### src/rtl/exp_lut_arbiter.sv
// Round-robin arbiter sharing one exp-scale LUT between NUM_REQ requesters, 2-stage in-order pipeline.
// Optional statistics counters enabled by defining EXP_LUT_ARB_STATS_EN.
module exp_lut_arbiter #(
   parameter int NUM_REQ = 4,
   parameter int IDW     = (NUM_REQ > 1) ? $clog2(NUM_REQ) : 1
) (
   input  logic                   clk,
   input  logic                   rst,
   input  logic [NUM_REQ-1:0]     req_valid,
   input  logic [4*NUM_REQ-1:0]   req_exp_int,
   output logic [NUM_REQ-1:0]     req_ready,
   output logic [3:0]             lut_exp_int,
   input  logic [11:0]            lut_exp_scale,
   output logic                   rsp_valid,
   input  logic                   rsp_ready,
   output logic [IDW-1:0]         rsp_id,
   output logic [11:0]            rsp_exp_scale
`ifdef EXP_LUT_ARB_STATS_EN
   ,
   output logic [16*NUM_REQ-1:0]  grant_cnt,
   output logic [15:0]            stall_cnt,
   input  logic                   stats_clr
`endif
);

   logic           s1_valid_q, s1_valid_d;
   logic [IDW-1:0] s1_id_q, s1_id_d;
   logic [3:0]     s1_exp_q, s1_exp_d;
   logic           s2_valid_q, s2_valid_d;
   logic [IDW-1:0] s2_id_q, s2_id_d;
   logic [11:0]    s2_scale_q, s2_scale_d;
   logic [IDW-1:0] ptr_q, ptr_d;

   logic           s1_accept, s2_accept;
   logic           found, grant;
   logic [IDW-1:0] winner, cand;

   function automatic logic [IDW-1:0] rr_idx(input logic [IDW-1:0] p, input int k);
      int s;
      s = int'(p) + k;
      if (s >= NUM_REQ) s = s - NUM_REQ;
      return IDW'(s);
   endfunction

   assign s2_accept = !s2_valid_q | rsp_ready;
   assign s1_accept = !s1_valid_q | s2_accept;

   // First valid requester at or after ptr wins; reset masks every grant.
   always_comb begin
      found  = 1'b0;
      winner = '0;
      cand   = '0;
      for (int k = 0; k < NUM_REQ; k++) begin
         cand = rr_idx(ptr_q, k);
         if (!found && req_valid[cand]) begin
            found  = 1'b1;
            winner = cand;
         end
      end
   end

   assign grant = found & s1_accept & !rst;

   always_comb begin
      req_ready = '0;
      if (grant) req_ready[winner] = 1'b1;
   end

   always_comb begin
      s1_valid_d = s1_valid_q;
      s1_id_d    = s1_id_q;
      s1_exp_d   = s1_exp_q;
      s2_valid_d = s2_valid_q;
      s2_id_d    = s2_id_q;
      s2_scale_d = s2_scale_q;
      ptr_d      = ptr_q;
      if (s1_accept) begin
         s1_valid_d = grant;
         if (grant) begin
            s1_id_d  = winner;
            s1_exp_d = req_exp_int[4*int'(winner) +: 4];
            ptr_d    = (int'(winner) == NUM_REQ - 1) ? '0 : winner + 1'b1;
         end
      end
      // The LUT is combinational, so its result is captured in the cycle it is indexed.
      if (s2_accept) begin
         s2_valid_d = s1_valid_q;
         if (s1_valid_q) begin
            s2_id_d    = s1_id_q;
            s2_scale_d = lut_exp_scale;
         end
      end
   end

   always_ff @(posedge clk or posedge rst) begin
      if (rst) begin
         s1_valid_q <= 1'b0;
         s1_id_q    <= '0;
         s1_exp_q   <= '0;
         s2_valid_q <= 1'b0;
         s2_id_q    <= '0;
         s2_scale_q <= '0;
         ptr_q      <= '0;
      end else begin
         s1_valid_q <= s1_valid_d;
         s1_id_q    <= s1_id_d;
         s1_exp_q   <= s1_exp_d;
         s2_valid_q <= s2_valid_d;
         s2_id_q    <= s2_id_d;
         s2_scale_q <= s2_scale_d;
         ptr_q      <= ptr_d;
      end
   end

   assign lut_exp_int   = s1_exp_q;
   assign rsp_valid     = s2_valid_q;
   assign rsp_id        = s2_id_q;
   assign rsp_exp_scale = s2_scale_q;

`ifdef EXP_LUT_ARB_STATS_EN
   logic [15:0] grant_cnt_q [NUM_REQ];
   logic [15:0] stall_cnt_q;

   generate
      for (genvar gi = 0; gi < NUM_REQ; gi++) begin : g_grant_cnt
         always_ff @(posedge clk or posedge rst) begin
            if (rst)
               grant_cnt_q[gi] <= '0;
            else if (stats_clr)
               grant_cnt_q[gi] <= '0;
            else if (req_valid[gi] && req_ready[gi] && grant_cnt_q[gi] != 16'hFFFF)
               grant_cnt_q[gi] <= grant_cnt_q[gi] + 16'd1;
         end
         assign grant_cnt[16*gi +: 16] = grant_cnt_q[gi];
      end
   endgenerate

   always_ff @(posedge clk or posedge rst) begin
      if (rst)
         stall_cnt_q <= '0;
      else if (stats_clr)
         stall_cnt_q <= '0;
      else if (s2_valid_q && !rsp_ready && stall_cnt_q != 16'hFFFF)
         stall_cnt_q <= stall_cnt_q + 16'd1;
   end

   assign stall_cnt = stall_cnt_q;
`endif

endmodule
### config.mk
export PLATFORM = sky130hd
export DESIGN_NAME = exp_lut_arbiter
export DESIGN_NICKNAME = d
export VERILOG_FILES = /design/src/rtl/exp_lut_arbiter.sv
export SDC_FILE = /design/constraint.sdc
export NUM_CORES = 1
export LEC_CHECK = 0
export BUFFER_PORTS_ARGS = -buffer_cell sky130_fd_sc_hd__clkbuf_2
export CORE_ASPECT_RATIO = 1.4
export CORE_MARGIN = 4
export CORE_UTILIZATION = 40
export DETAILED_ROUTE_END_ITERATION = 8
export HOLD_SLACK_MARGIN = 0.12
export PLACE_DENSITY = 0.74
export SLEW_MARGIN = 0
export SYNTH_ARGS = -nofsm -noshare
export SYNTH_HDL_FRONTEND = slang
export SYNTH_SLANG_ARGS = --single-unit
### constraint.sdc
create_clock -name clk -period 1.7 [get_ports clk]
set_clock_uncertainty 0.05 [all_clocks]
set_input_delay 0.17 -clock clk [delete_from_list [all_inputs] [get_ports clk]]
set_output_delay 0.17 -clock clk [all_outputs]
set_load 0.02 [all_outputs]
* Word-level counts from Yosys, hierarchy flattened
Index checks and enable logic that the tools add are counted.
** Word-level totals
- Memories :: 0
- Logic and storage cells :: 67
- Memory bits (read-only) :: 0
- Memory bits (writable) :: 0
- Output and inout bits :: 23
- Latch bits :: 0
- Bits in registers :: 24
** Cells by class
- Equality and inequality tests :: 1
- $add $sub $neg :: 8
- Reductions and logical operators :: 12
- Bitwise operators :: 4
- Mux-type cells :: 24
- Shift-type cells :: 1
- Div/mod/pow operators :: 0
- Multiply operators :: 0
- $lt $le $gt $ge :: 10
** Operators with widths (count)
- $mux W2 :: 9
- $shiftx A16 B5 Y4 :: 1
- $lt A2 B3 Y1 const B :: 5
- $ge A3 B3 Y1 const B :: 3
- $mux W1 :: 9
- $bmux W1 S2 :: 4
- $sub A2 B1 Y2 const B :: 4
- $add A2 B2 Y3 const B :: 2
- $logic_not A1 Y1 :: 6
- $logic_and A1 B1 Y1 :: 4
- $mux W4 :: 1
- $reduce_and A2 Y1 :: 2
- $add A2 B1 Y3 const B :: 1
- $ge A2 B3 Y1 const B :: 1
- $add A2 B1 Y2 const B :: 1
- $and A1 B1 Y1 :: 2
- $demux W1 S2 :: 1
- $eq A2 B1 Y1 const B :: 1
- $ge A2 B1 Y1 const B :: 1
- $or A1 B1 Y1 :: 2

* Logic depth before layout (Yosys ltp)
Gate-level depths: netlist of run 1.
- Depth in word-level cells :: 19
- Gate-level depth with buffers :: 7

* Worst setup path before layout of run 1
No wires, ideal clock.
- Path kind :: flip-flop to flip-flop
- Start :: reg ptr_q[1]
- End :: reg ptr_q[1]
- Data required time :: 1525 ps
- Slack :: -16 ps
- Stages on the path, launching flop included :: 8
- Library setup time :: 125 ps
- Arrival :: 1541 ps
- Period minus slack after synthesis :: 1716 ps
- Path through :: dfrtp_1 -> a21o_1 -> a21oi_1 -> o22ai_2 -> buf_4 -> inv_1 -> ha_1 -> mux2_2
** On the way
- Word-level cells in the longest chain between the ends :: 17
- Elaborated cells on any way between the ends :: 43
** RTL lines
- from (decl) :: RTL line 32 : logic [IDW-1:0] ptr_q, ptr_d;
- from (signal assigned) :: RTL line 111 : ptr_q <= ptr_d;
- branches (longest 17 deep; another with $add A2 B1 Y3)
Several ways; the timed one is not identified. The select of a mux whose other input is x is not followed.
A chain may end at the register's enable or synchronous reset.

* Worst setup path in the final report of run 1
- Start :: reg ptr_q[1]
- End :: out req_ready[3]
** On the way
- Word-level cells in the longest chain between the ends :: 19
- Elaborated cells on any way between the ends :: 45
** RTL lines
- branches (longest 18 deep; another with $add A2 B1 Y3)
- $mux W4 (*) :: RTL line 66 : if (grant) req_ready[winner] = 1'b1;
- to (decl) :: RTL line 11 : output logic [NUM_REQ-1:0] req_ready,
Every way passes the cells marked *. The select of a mux whose other input is x is not followed.

==> results.cfg, run 1 <==
[setup_path]
crit_required_ns = 1.48
max_stage_delay_ns = 0.45
crit_slowest_cell = dfrtp_1
arrival_ns = 1.72
crit_path_start_kind = flip-flop
cp_cell_sequence = a21o_1 -> a21oi_2 -> o22ai_2 -> inv_2 -> ha_2 -> and3_1 -> clkbuf_8
cp_max_fo = 5
regToRegSetupSlack_ns = 0.06
crit_type = flip-flop to primary output
worstSetupEndpointType = primary output

[logic_synthesis]
ys_seq_area_share_pct = 51.4
ys_types = 27
synth_area_um2 = 1170
ys_warn_count = 0
synthesis.nets = 128
synth_seq_cells = 24
synthCells = 92
syn_avg_cell_area_um2 = 12.7

[layout]
fill_cells = 191
multiInputGateArea_um2 = 554
final_cell_mix = clkbuf_2 (53), dfrtp_1 (24), dlygate4sd3_1 (20)
syn_to_final_growth_pct = 59.6
fin_nets = 219
register_area_um2 = 601
final_common_cell = clkbuf_2
drive_gt1_share_pct = 58.8
n_antenna_cell = 0
final_cell_area_um2 = 1870

[placed_design]
place_hpwl_um = 2020
placed_cell_area_um2 = 1520
gp_congestion = 0.854
place.port_buffers = 57

[clocking]
htreeDepth = 1
clkSinkCount = 24
cts_tree = built
cts.reportedPaths.clkPinSlew_ns = 0.14
clkLatencyLatePin_ns = 0.31
cts_buffers = 3
clockBufferDepth = 2
cts-root-buf = clkbuf_4

[power]
peakVddDrop_mv = 0.724
leakage_uw = 0.000944
power_density_nw_per_um2 = 1170
power.total_uw = 2180

[timing]
worst_pin_slew_ns = 0.311
period_share_pct = 114
drv_slew = 0
period_minus_slack_ns = 1.94
hold_viol = 0
fmax_mhz = 516
relSlewSlack_pct = 79.3
setup_ws_ns = -0.239
rsz0062_at_grt = true
setup_viol_count_final = 4

[outcome]
status = finished, violations left
violations = setup timing

[global_route]
antenna_found_initial = 0
overflow = 0
grt_pass1_wl_um = 4840
grt_max_degree = 25
grt_pass1_vias = 1112
grt_use_total_pct = 16.5

[route]
antenna_left = 0
wl_per_cell_um = 13.7
vias = 1036
first_iter_violations = 11
drc = 0
via_per_inst = 4.75
wirelength_um = 2990
firstDrtPassIters = 3

[floorplanning]
core_um2 = 2730
start_util_pct = 42.9
die_area_um2 = 3860
die_h_um = 72.0
fp-row-count = 22
io_pins = 58
die_w_um = 53.7

[worst_hold_path]
min_path_type = primary input to flip-flop

[run]
drv_cap = 0
==> area by class of cell <==
class	count	area share, %
timing repair buffer	89	32.5
multi-input combinational	59	29.7
clock buffer	4	1.95
inverter	6	1.21
sequential	24	32.2
tap	36	2.41
==> registers in the layout, summed over array words and instances, names as in the netlist <==
register       flops
lut_exp_int        4
s1_valid_q         1
rsp_valid          1
rsp_id             2
rsp_exp_scale     12
ptr_q              2
s1_id_q            2
==> synthesized netlist by cell type, drive strengths merged <==
cell    instances  area (µm²)
a211o           1        8.76
buf             3        23.8
a31oi           1        21.3
mux2           15         169
nand2b          3        18.8
a21oi           2        13.8
mux2i           8        80.1
or2             1        6.26
and3            1        6.26
dfrtp          24         601
a21boi          1        7.51
inv             6        22.5
o22ai           1        12.5
nand3           1        10.0
ha              1        12.5
o221ai          5        68.8
nand2           9        41.3
a21o            1        7.51
nor2b           1        6.26
o21ai           1        5.00
nand3b          1        7.51
nor2            5        18.8
==> routing by layer <==
metal	part of all wire (%)	up-vias	GRT usage (%)
met5	0	-	0
met4	0.97	0	3.41
met3	7.8	4	2.87
met2	53	49	32.2
met1	38	478	17.3
li1	-	505	-
==> path summary, 6_finish.rpt <==
| kind | start | end | cells after the start |
|---|---|---|---|
| worst max-delay path | ptr_q[1] | req_ready[3] | 7 |
| worst min-delay path | req_exp_int[1] | lut_exp_int[1] | 3 |
| worst max register to register | ptr_q[1] | ptr_q[1] | 6 |
| worst min register to register | s1_id_q[1] | s1_id_q[1] | 2 |
| max in group asynchronous | rst | rsp_exp_scale[6] | 4 |
| min in group asynchronous | rst | s1_id_q[1] | 4 |
==> report_power, final <==
part           total, µW  switching [µW]  leakage [µW]  internal, µW
combinational       1040             537      0.000640           508
clock                300             169     0.0000210           131
sequential           834             101      0.000283           733
total               2180             807      0.000944          1370
==> stage by stage <==
step	TNS [ns]	hold slack (ns)	instances	utilization (%)	setup WS (ns)
finish	-0.829	0.129	218	68.5	-0.239
global route	-1.31	0.136	218	68.5	-0.328
CTS	-0.780	0.120	217	66.8	-0.211
detailed placement	0	0.208	188	55.8	0.0503
global placement	0	0.200	188	55.8	0.126
floorplan	0	0.135	92	-	0.0133
==> critical path, delay by kind of cell, from the launching register on <==
family,cells,cell delay (ns)
AOI/OAI and AO/OA,3,0.45
adders and majority gates,1,0.15
buffers and inverters,2,0.21
DFF,1,0.45
and+or+nand+nor,1,0.15
==> logic make-up after synthesis <==
logic type / Yosys count / share of synthesized area [%]
mux: 23 / 21.3
fa+ha+maj: 1 / 1.07
flops: 24 / 51.4
buf+inv: 9 / 3.96
compound gates: 13 / 12.4
simple gates: 22 / 9.85
==> repair_timing <==
action                                  in CTS  in global routing
gates cloned                                 0                  0
buffers inserted                             5                  3
hold endpoints to repair                    41                  0
endpoints found under the setup margin       4                 10
hold buffers                                20                  0
pin swaps                                    5                  4
resized for setup                            9                 14
Power figures use the tool's default switching activity.
==> run 2, diff against run 1 <==
--- a/config.mk
+++ b/config.mk
@@ -8,10 +8,10 @@
 export BUFFER_PORTS_ARGS = -buffer_cell sky130_fd_sc_hd__clkbuf_2
 export CORE_ASPECT_RATIO = 1.4
 export CORE_MARGIN = 4
-export CORE_UTILIZATION = 40
+export CORE_UTILIZATION = 48
 export DETAILED_ROUTE_END_ITERATION = 8
 export HOLD_SLACK_MARGIN = 0.12
-export PLACE_DENSITY = 0.74
+export PLACE_DENSITY = 0.84
 export SLEW_MARGIN = 0
 export SYNTH_ARGS = -nofsm -noshare
 export SYNTH_HDL_FRONTEND = slang
==> constraint.sdc (replaced) <==
create_clock -name clk -period 2.5 [get_ports clk]
set_clock_uncertainty 0.05 [all_clocks]
set_input_delay 0.25 -clock clk [delete_from_list [all_inputs] [get_ports clk]]
set_output_delay 0.25 -clock clk [all_outputs]
set_load 0.02 [all_outputs]
==> run 2 against run 1 <==
The flow now finishes without violations. Clock power is 7.0% lower. Critical path depth unchanged. Sequential power shrank 32%. Critical path type unchanged. Highest routed layer unchanged.
==> results.cfg, run 2 (same netlist as run 1, synthesis figures left out) <==
[timing]
drv_slew = 0
relSlewSlack_pct = 41.3
fmax_mhz = 443
rsz0062_at_grt = false
period_share_pct = 90.2
setup_viol_count_final = 0
hold_viol = 0
period_minus_slack_ns = 2.26
worst_pin_slew_ns = 0.880
setup_tns_ns = 0

[route]
wirelength_um = 2710
antenna_left = 0
first_iter_violations = 10
vias = 977
wl_per_cell_um = 14.2
firstDrtPassIters = 4
via_per_inst = 5.12
drc = 0

[clocking]
cts_tree = built
cts.reportedPaths.clkPinSlew_ns = 0.13
cts_buffers = 3
clkSinkCount = 24
clockBufferDepth = 2
clkLatencyLatePin_ns = 0.31
cts-root-buf = clkbuf_4
htreeDepth = 1

[setup_path]
cp_max_fo = 7
crit_type = flip-flop to primary output
cp_top_family = compound AO/OA/AOI/OAI gates
crit_path_start_kind = flip-flop
crit_slowest_cell = dfrtp_1
timing.critical_path.buf_inv = 2
arrival_ns = 1.96
crit_required_ns = 2.20
worstSetupEndpointType = primary output
cp_cell_sequence = a21o_1 -> a21oi_1 -> o22ai_4 -> inv_1 -> ha_1 -> and3_1 -> clkbuf_2
regToRegSetupSlack_ns = 0.68
max_stage_delay_ns = 0.47

[run]
drv_cap = 0

[floorplanning]
die_area_um2 = 3300
die_h_um = 66.4
fp-row-count = 20
io_pins = 58
die_w_um = 49.7
start_util_pct = 51.9
core_um2 = 2250

[layout]
register_area_um2 = 601
drive_gt1_share_pct = 53.8
fin_cells = 191
final_cell_mix = clkbuf_2 (57), dfrtp_1 (24), mux2_2 (15)
fill_cells = 153
fin_nets = 206
n_antenna_cell = 0
largest_reg_flops = 12
final_common_cell = clkbuf_2
syn_to_final_growth_pct = 44.9
multiInputGateArea_um2 = 529

[placed_design]
gp_congestion = 0.714
place_hpwl_um = 1960
place.port_buffers = 57
dp_cells = 168

[global_route]
grt_max_degree = 25
overflow = 0
grt_pass1_vias = 991
grt_use_total_pct = 17.5
grt_pass1_wl_um = 4410
antenna_found_initial = 0

[power]
peakVddDrop_mv = 0.570
power_density_nw_per_um2 = 868
leakage_uw = 0.000885

[worst_hold_path]
min_path_type = primary input to flip-flop

[outcome]
status = finished, final reports clean
-- run 2: worst paths after layout --
check	start	endpoint	depth (start not counted)
min in group asynchronous	rst	rsp_exp_scale[1]	3
setup reg to reg	ptr_q[1]	ptr_q[1]	6
hold reg to reg	s1_id_q[1]	s1_id_q[1]	2
hold / removal	req_exp_int[15]	lut_exp_int[3]	3
setup / recovery	ptr_q[1]	req_ready[3]	7
max in group asynchronous	rst	rsp_exp_scale[0]	3
-- run 2: layer usage --
metal | vias to the layer above | GRT usage (%) | wire [µm]
met1 | 458 | 19.5 | 1020
li1 | 476 | - | -
met2 | 39 | 32.8 | 1510
met4 | 0 | 7.61 | 38
met3 | 4 | 2.26 | 140
met5 | - | 0 | 0
-- run 2: area by class of cell --
| type | count | area share [%] |
|---|---|---|
| inverters | 6 | 1.33 |
| clock buffers | 3 | 1.33 |
| multi-input cells | 59 | 31.3 |
| repair buffers | 76 | 27.2 |
| well taps | 22 | 1.63 |
| flip-flops and latches | 24 | 35.5 |
| clock inverters | 1 | 1.77 |
-- run 2: worst min-delay path: stages --
cell and delay [ns]:
clkbuf_2 0.08, mux2i_1 0.06, o221ai_2 0.12
-- run 2: repair_timing --
item | CTS | global route
cloned | 0 | 0
setup buffers | 0 | 6
endpoints found under the hold margin | 26 | 0
endpoints found under the setup margin | 1 | 1
resized for setup | 1 | 0
hold buffers | 13 | 0
pin swaps | 0 | 1
-- run 2: per-stage QoR --
stage          setup slack [ns]  hold slack, ns  area (µm²)  power, µW  utilization, %
2_1_floorplan             0.747           0.215        1170        968               -
3_3_place_gp              0.440           0.410        1460       1110            64.7
3_5_place_dp              0.360           0.426        1460       1130            64.7
4_1_cts                   0.100           0.173        1650       1440            73.2
5_1_grt                   0.142           0.189        1690       1560            75.2
6_report                  0.244           0.176        1690       1470            75.2
-- run 2: where the power goes --
part	internal, µW	switching [µW]
clock network	162	116
registers	498	72.8
logic	287	332
total	948	521
